### src/rtl/alu_stimulus_gen_pkg.sv
// Shared types, constants and LFSR helpers for the ALU stimulus generator.
// The corner-vector table is only consumed when ALU_STIM_CORNER_EN is defined.
package alu_stim_pkg;

    localparam int unsigned OP_W     = 4;
    localparam int unsigned N_CORNER = 4;

    // Fibonacci taps 8,6,5,4 -> register bits 7,5,4,3
    localparam logic [7:0] LFSR_TAPS = 8'hB8;

    // Element i is corner pair i: (00,00) (FF,01) (7F,01) (80,80)
    localparam logic [N_CORNER-1:0][7:0] CORNER_A = {8'h80, 8'h7F, 8'hFF, 8'h00};
    localparam logic [N_CORNER-1:0][7:0] CORNER_B = {8'h80, 8'h01, 8'h01, 8'h00};

    typedef enum logic [1:0] {
        IDLE,
        RUN,
        DONE
    } state_t;

    function automatic logic [7:0] lfsr8_next(input logic [7:0] s);
        return {s[6:0], ^(s & LFSR_TAPS)};
    endfunction

    // An all-zero seed would lock the LFSR up
    function automatic logic [7:0] lfsr8_seed(input logic [7:0] s);
        return (s == 8'h00) ? 8'h01 : s;
    endfunction

endpackage

### src/rtl/alu_stimulus_gen_if.sv
// Control/stimulus bundle between the stimulus generator (master) and its consumer (slave).
interface alu_stimulus_gen_if #(
    parameter int unsigned VEC_IDX_W = 5
);
    import alu_stim_pkg::*;

    logic                 start;
    logic                 pause;
    logic [7:0]           a;
    logic [7:0]           b;
    logic [OP_W-1:0]      ALUControl;
    logic                 vec_valid;
    logic [VEC_IDX_W-1:0] vec_index;
    logic                 busy;
    logic                 done;

    modport master (
        input  start, pause,
        output a, b, ALUControl, vec_valid, vec_index, busy, done
    );

    modport slave (
        output start, pause,
        input  a, b, ALUControl, vec_valid, vec_index, busy, done
    );

endinterface

### src/rtl/alu_stimulus_gen_lfsr8.sv
// 8-bit maximal-length Fibonacci LFSR with seed load and advance controls.
// Load together with advance yields the value following the seed in one edge.
module lfsr8
    import alu_stim_pkg::*;
#(
    parameter logic [7:0] SEED = 8'h01
) (
    input  logic       clock,
    input  logic       reset,
    input  logic       i_load,
    input  logic       i_advance,
    output logic [7:0] o_q
);

    localparam logic [7:0] SEED_EFF = lfsr8_seed(SEED);

    logic [7:0] r_q;

    always_ff @(posedge clock) begin
        if (reset) begin
            r_q <= SEED_EFF;
        end else if (i_load) begin
            r_q <= i_advance ? lfsr8_next(SEED_EFF) : SEED_EFF;
        end else if (i_advance) begin
            r_q <= lfsr8_next(r_q);
        end
    end

    assign o_q = r_q;

endmodule

### src/rtl/alu_stimulus_gen.sv
// Sweeps every ALU op code over LFSR operand pairs, holding each vector HOLD_CYCLES cycles.
// Define ALU_STIM_CORNER_EN to prefix each op code with four fixed corner operand pairs.
module alu_stimulus_gen
    import alu_stim_pkg::*;
#(
    parameter int unsigned OP_COUNT       = 10,
    parameter int unsigned VECTORS_PER_OP = 16,
    parameter int unsigned HOLD_CYCLES    = 2,
    parameter logic [7:0]  SEED_A         = 8'hA5,
    parameter logic [7:0]  SEED_B         = 8'h3C
) (
    input  logic               clock,
    input  logic               reset,
    alu_stimulus_gen_if.master stim
);

    localparam int unsigned VIW = $clog2(VECTORS_PER_OP + 4);
    localparam int unsigned HW  = $clog2(HOLD_CYCLES);
`ifdef ALU_STIM_CORNER_EN
    localparam int unsigned PER_OP = VECTORS_PER_OP + N_CORNER;
`else
    localparam int unsigned PER_OP = VECTORS_PER_OP;
`endif
    localparam logic [HW-1:0]   HOLD_LAST = HW'(HOLD_CYCLES - 1);
    localparam logic [VIW-1:0]  VEC_LAST  = VIW'(PER_OP - 1);
    localparam logic [OP_W-1:0] OP_LAST   = OP_W'(OP_COUNT - 1);

    state_t          r_state, w_state_nxt;
    logic [HW-1:0]   r_hold, w_hold_nxt;
    logic [VIW-1:0]  r_vec_index, w_idx_nxt;
    logic [OP_W-1:0] r_op, w_op_nxt;
    logic [7:0]      r_a, r_b, w_a_nxt, w_b_nxt;
    logic            r_vec_valid, r_busy, r_done;
    logic            w_start_go, w_vec_end, w_op_end, w_sweep_end;
    logic            w_issue, w_lfsr_load, w_lfsr_adv;
    logic [7:0]      w_q_a, w_q_b, w_lfsr_a, w_lfsr_b;

    lfsr8 #(.SEED(SEED_A)) u_lfsr_a (
        .clock     (clock),
        .reset     (reset),
        .i_load    (w_lfsr_load),
        .i_advance (w_lfsr_adv),
        .o_q       (w_q_a)
    );

    lfsr8 #(.SEED(SEED_B)) u_lfsr_b (
        .clock     (clock),
        .reset     (reset),
        .i_load    (w_lfsr_load),
        .i_advance (w_lfsr_adv),
        .o_q       (w_q_b)
    );

    assign w_start_go  = (r_state != RUN) && stim.start;
    assign w_vec_end   = (r_state == RUN) && !stim.pause && (r_hold == HOLD_LAST);
    assign w_op_end    = w_vec_end && (r_vec_index == VEC_LAST);
    assign w_sweep_end = w_op_end && (r_op == OP_LAST);
    // The LFSR is still reloading on the start edge, so take the seed directly
    assign w_lfsr_a    = w_start_go ? lfsr8_seed(SEED_A) : w_q_a;
    assign w_lfsr_b    = w_start_go ? lfsr8_seed(SEED_B) : w_q_b;

    always_ff @(posedge clock) begin
        if (reset) begin
            r_state <= IDLE;
        end else begin
            r_state <= w_state_nxt;
        end
    end

    always_comb begin
        w_state_nxt = r_state;
        unique case (r_state)
            IDLE, DONE: if (stim.start) w_state_nxt = RUN;
            RUN:        if (w_sweep_end) w_state_nxt = DONE;
            default:    w_state_nxt = IDLE;
        endcase
    end

    always_comb begin
        w_issue     = 1'b0;
        w_lfsr_load = w_start_go;
        w_lfsr_adv  = 1'b0;
        w_idx_nxt   = r_vec_index;
        w_op_nxt    = r_op;
        w_hold_nxt  = r_hold;
        w_a_nxt     = r_a;
        w_b_nxt     = r_b;

        if (w_start_go) begin
            w_issue   = 1'b1;
            w_idx_nxt = '0;
            w_op_nxt  = '0;
        end else if (w_vec_end && !w_sweep_end) begin
            w_issue   = 1'b1;
            w_idx_nxt = w_op_end ? '0 : r_vec_index + 1'b1;
            w_op_nxt  = w_op_end ? r_op + 1'b1 : r_op;
        end else if (w_sweep_end) begin
            w_hold_nxt = '0;
        end else if ((r_state == RUN) && !stim.pause) begin
            w_hold_nxt = r_hold + 1'b1;
        end

        if (w_issue) begin
            w_hold_nxt = '0;
`ifdef ALU_STIM_CORNER_EN
            if (w_idx_nxt < VIW'(N_CORNER)) begin
                w_a_nxt = CORNER_A[w_idx_nxt[1:0]];
                w_b_nxt = CORNER_B[w_idx_nxt[1:0]];
            end else begin
                w_lfsr_adv = 1'b1;
                w_a_nxt    = w_lfsr_a;
                w_b_nxt    = w_lfsr_b;
            end
`else
            w_lfsr_adv = 1'b1;
            w_a_nxt    = w_lfsr_a;
            w_b_nxt    = w_lfsr_b;
`endif
        end
    end

    always_ff @(posedge clock) begin
        if (reset) begin
            r_a         <= '0;
            r_b         <= '0;
            r_op        <= '0;
            r_vec_index <= '0;
            r_hold      <= '0;
            r_vec_valid <= 1'b0;
            r_busy      <= 1'b0;
            r_done      <= 1'b0;
        end else begin
            r_a         <= w_a_nxt;
            r_b         <= w_b_nxt;
            r_op        <= w_op_nxt;
            r_vec_index <= w_idx_nxt;
            r_hold      <= w_hold_nxt;
            r_vec_valid <= (w_state_nxt == RUN) && (w_hold_nxt == HOLD_LAST);
            r_busy      <= (w_state_nxt == RUN);
            r_done      <= (w_state_nxt == DONE);
        end
    end

    // Frozen state keeps the hold-phase flag, so masking here lets a vector paused
    // on its final hold cycle still report valid once released
    assign stim.vec_valid  = r_vec_valid & ~stim.pause;
    assign stim.a          = r_a;
    assign stim.b          = r_b;
    assign stim.ALUControl = r_op;
    assign stim.vec_index  = r_vec_index;
    assign stim.busy       = r_busy;
    assign stim.done       = r_done;

endmodule

### src/flat_wrapper.sv
// flat-port wrapper written by rule: the top's interface ports become plain ports
module alu_stimulus_gen_flat import alu_stim_pkg::*;
#(
    parameter int unsigned OP_COUNT       = 10,
    parameter int unsigned VECTORS_PER_OP = 16,
    parameter int unsigned HOLD_CYCLES    = 2,
    parameter logic [7:0]  SEED_A         = 8'hA5,
    parameter logic [7:0]  SEED_B         = 8'h3C
)
  (clock, reset, stim_start, stim_pause, stim_a, stim_b, stim_ALUControl, stim_vec_valid, stim_vec_index, stim_busy, stim_done);
  alu_stimulus_gen_if #(.VEC_IDX_W(($clog2((16) + 4)))) stim_i ();
  input  logic clock;
  input  logic reset;
  input wire logic [$bits(stim_i.start)-1:0] stim_start;
  input wire logic [$bits(stim_i.pause)-1:0] stim_pause;
  output wire logic [$bits(stim_i.a)-1:0] stim_a;
  output wire logic [$bits(stim_i.b)-1:0] stim_b;
  output wire logic [$bits(stim_i.ALUControl)-1:0] stim_ALUControl;
  output wire logic [$bits(stim_i.vec_valid)-1:0] stim_vec_valid;
  output wire logic [$bits(stim_i.vec_index)-1:0] stim_vec_index;
  output wire logic [$bits(stim_i.busy)-1:0] stim_busy;
  output wire logic [$bits(stim_i.done)-1:0] stim_done;
  assign stim_i.start = stim_start;
  assign stim_i.pause = stim_pause;
  assign stim_a = stim_i.a;
  assign stim_b = stim_i.b;
  assign stim_ALUControl = stim_i.ALUControl;
  assign stim_vec_valid = stim_i.vec_valid;
  assign stim_vec_index = stim_i.vec_index;
  assign stim_busy = stim_i.busy;
  assign stim_done = stim_i.done;
  alu_stimulus_gen #(.OP_COUNT(OP_COUNT), .VECTORS_PER_OP(VECTORS_PER_OP), .HOLD_CYCLES(HOLD_CYCLES), .SEED_A(SEED_A), .SEED_B(SEED_B)) u_core (.clock(clock), .reset(reset), .stim(stim_i));
endmodule
### config.mk
export PLATFORM = sky130hd
export DESIGN_NAME = alu_stimulus_gen_flat
export DESIGN_NICKNAME = d
export VERILOG_FILES = /design/src/rtl/alu_stimulus_gen_pkg.sv /design/src/rtl/alu_stimulus_gen_if.sv /design/src/rtl/alu_stimulus_gen_lfsr8.sv /design/src/rtl/alu_stimulus_gen.sv /design/src/flat_wrapper.sv
export SDC_FILE = /design/constraint.sdc
export NUM_CORES = 1
export LEC_CHECK = 0
export CAP_MARGIN = 20
export CORE_UTILIZATION = 40
export DETAILED_ROUTE_END_ITERATION = 10
export GPL_TIMING_DRIVEN = 0
export SETUP_SLACK_MARGIN = 0.05
export SLEW_MARGIN = 20
export SYNTH_ARGS = -nofsm -noshare
export SYNTH_HDL_FRONTEND = slang
export SYNTH_SLANG_ARGS = --single-unit
### constraint.sdc
create_clock -name clock -period 1.7 [get_ports clock]
set_input_delay 0.17 -clock clock [delete_from_list [all_inputs] [get_ports clock]]
set_output_delay 0.17 -clock clock [all_outputs]
set_load 0.03 [all_outputs]
==> flow_summary.toml <==
[run_status]
violations = "negative setup slack"
outcome = "finished with violations"

[cts]
clk_path_buf_depth = 2
root_buffer = "clkbuf_8"
clock_latency_ps = 300
h-tree-depth = 2
cts_buffers = 5
cts_hold_buf = 0
numClockSinks = 47
cts_tree = "yes"
clk_pin_slew_ps = 90

[synthesis]
synthFlopType = "dfxtp_1"
async_reset_ff_frac = 0
yosysMostFrequentCell = "dfxtp_1"
synth_cells = 227
synth_warnings = 0
synth.area.top_cells = "dfxtp_1, o21ai_0, a21oi_1"
syn_nets = 236
syn_area_mm2 = 0.001978
synth_cell_type_count = 33
ys_seq_elements = 47
synth_top_cell_by_area = "dfxtp_1"
synth_common_cells = "dfxtp_1, o21ai_0, a21oi_1, clkbuf_1, nand3_1"
avgSynthCellArea_um2 = 8.714
seq_area_frac_synth = 0.4756
synth_top_area_share = 0.4756
synth-edff-count = 0

[timing]
tightest_slew_ps = 585.3
fmax_ghz = 0.5627
finalWorstSetupSlack_ps = -77.24
drv_slew = 0
finClkSkew_ps = 7.997
finalSetupViolations = 7
hold_viol = 0
period_share = 1.045
rsz0062_at_grt = "yes"
relSlewSlack = 0.6098
fin_crit_ps = 1777

[drt]
drt_iter0_markers = 54
drc = 0
post_drt_wl_per_cell_um = 15.51
dr.pass1.iters = 4
routed_wl_um = 5259
vias = 1863
ant_nets = 0
vias_per_cell = 5.496

[place]
dpl.hpwl_um = 3526
gp_congestion = 0.8529
port_buffers = 29
placed_area_mm2 = 0.002436
place_inst = 323

[global_routing]
grt_pass1_wl_um = 8528
track_usage = 0.2135
grt_max_degree = 15
grt_pass1_vias = 1730
antenna_found_initial = 0
grt_overflow_total = 0

[finish]
fin_cells = 339
antenna_cells = 0
nets = 280
drive_gt1_frac = 0.2537
syn2layout_area_growth_pct = 39.03
final_cell_area_mm2 = 0.002750

[run]
cap_viol_max_count = 0

[critical_path]
cp_common_cell = "ha_4"
cpLargestDelayFamily = "simple AND/OR/NAND/NOR gates"
cp_num_buf_inv = 1
critical_path_class = "reg -> reg"
crit_chain = "ha_4 -> and3_4 -> ha_4 -> and4b_1 -> buf_6 -> or3_1 -> a211oi_2"
crit_path_max_fanout = 9
cp-end-kind = "flop"
cpMaxStageDelayCell = "dfxtp_4"
slowest_delay_ps = 360
start_kind = "flop"
worst_ep_arrival_time_ps = 1990
required_ps = 1920
rrSetupSlack_ps = -80

[die]
die_w_um = 72.33
core_area_mm2 = 0.004755
std_cell_rows = 25
initial_core_util = 0.4161
ioPinCount = 32
die_area_mm2 = 0.005231
fp.dieH_um = 72.33

[worst_hold_path]
hold_class = "in -> reg"

[power_and_ir_drop]
pwr_density_cell_mw_per_mm2 = 759.0
peakVddDrop_v = 0.0004443
p_leak_nw = 0.9755
power.total_mw = 2.087
worst paths after layout:
path | from | end | cells after the start
min reg2reg | u_core.stim.a[4]$_SDFFE_PP0N_ | u_core.stim.a[4]$_SDFFE_PP0N_ | 2
max | u_core.stim.vec_index[1]$_SDFFE_PP0P_ | u_core.stim.vec_index[2]$_SDFFE_PP0P_ | 7
max reg2reg | u_core.stim.vec_index[1]$_SDFFE_PP0P_ | u_core.stim.vec_index[2]$_SDFFE_PP0P_ | 7
min | reset | u_core.stim.b[2]$_SDFFE_PP0N_ | 2
cell type report:
type / count / area [um2]
timing repair buffer: 38 / 367.9
multi-input combinational: 151 / 1092
inverter: 8 / 30.03
fill: 463 / 2004
clock inverter: 2 / 11.26
sequential: 47 / 953.4
tap: 67 / 83.83
clock buffer: 6 / 72.57
buffer: 20 / 138.9
layer usage:
metal	global-route usage	routed length, um	part of all wire	up-vias
li1	-	-	-	922
met1	0.2753	2565	0.49	892
met2	0.3551	2446	0.47	41
met3	0.04722	172	0.033	8
met4	0.06754	75	0.014	0
met5	0	0	0	-
cell usage in the layout (no fill, tap or decap), types with 5 or more instances in the layout:
cell type        instances
buf_4                   10
o21ai_2                  9
clkbuf_1                 5
a21oi_1                 29
clkdlybuf4s50_1         25
o211ai_1                 5
nand3_1                 14
xnor2_1                  6
dfxtp_1                 41
o21ai_1                 20
or3_1                    6
inv_1                    7
clkbuf_8                 6
o21ai_0                 12
where the power goes:
part | internal [mW] | switching, mW | total [mW]
clock | 0.289 | 0.375 | 0.664
combinational | 0.103 | 0.145 | 0.248
sequential | 1.14 | 0.0336 | 1.18
through the flow:
step	hold WS [ps]	worst slack, ps	TNS (ps)	utilization
floorplan	417.8	-22.83	-72.30	-
global placement	464.6	-286.4	-9064	0.5124
detailed placement	469.3	-297.5	-9516	0.5124
CTS	143.8	-52.01	-427.1	0.5545
global route	156.9	-109.6	-1231	0.5784
finish	151.7	-77.24	-151.8	0.5784
cell families (layout without fill, tap and decap cells):
kind of cell | after synthesis | count (layout) | share of synthesized area
AO/OA/AOI/OAI | 95 | 95 | 0.2758
adder cells (fa/ha/maj) | 5 | 5 | 0.03163
XOR/XNOR | 6 | 6 | 0.02657
flip-flops | 47 | 47 | 0.4756
AND/OR/NAND/NOR | 45 | 45 | 0.1278
buffers and inverters | 29 | 74 | 0.06262
registers in the layout (all words and copies together), names as in the netlist:
name and cells:
u_core.r_hold 1, u_core.u_lfsr_b.o_q 8, u_core.stim.busy 1, u_core.stim.a 8, u_core.r_vec_valid 1, u_core.stim.ALUControl 4, u_core.stim.done 1, u_core.u_lfsr_a.o_q 8
u_core.r_state 2, u_core.stim.vec_index 5, u_core.stim.b 8
worst register-to-register path: stages (launching register included):
cell and delay (ps):
dfxtp_4 360, ha_4 160, and3_4 180, ha_4 170
and4b_1 180, buf_6 140, or3_1 330, a211oi_2 190
timing repair:
action | CTS | global route
setup endpoints to repair | 45 | 46
cloned | 0 | 0
gates resized for setup | 38 | 38
endpoints found under the hold margin | 0 | 0
setup buffers | 8 | 1
pin swaps | 1 | 3
No activity file was read; power rests on OpenSTA's default activity.
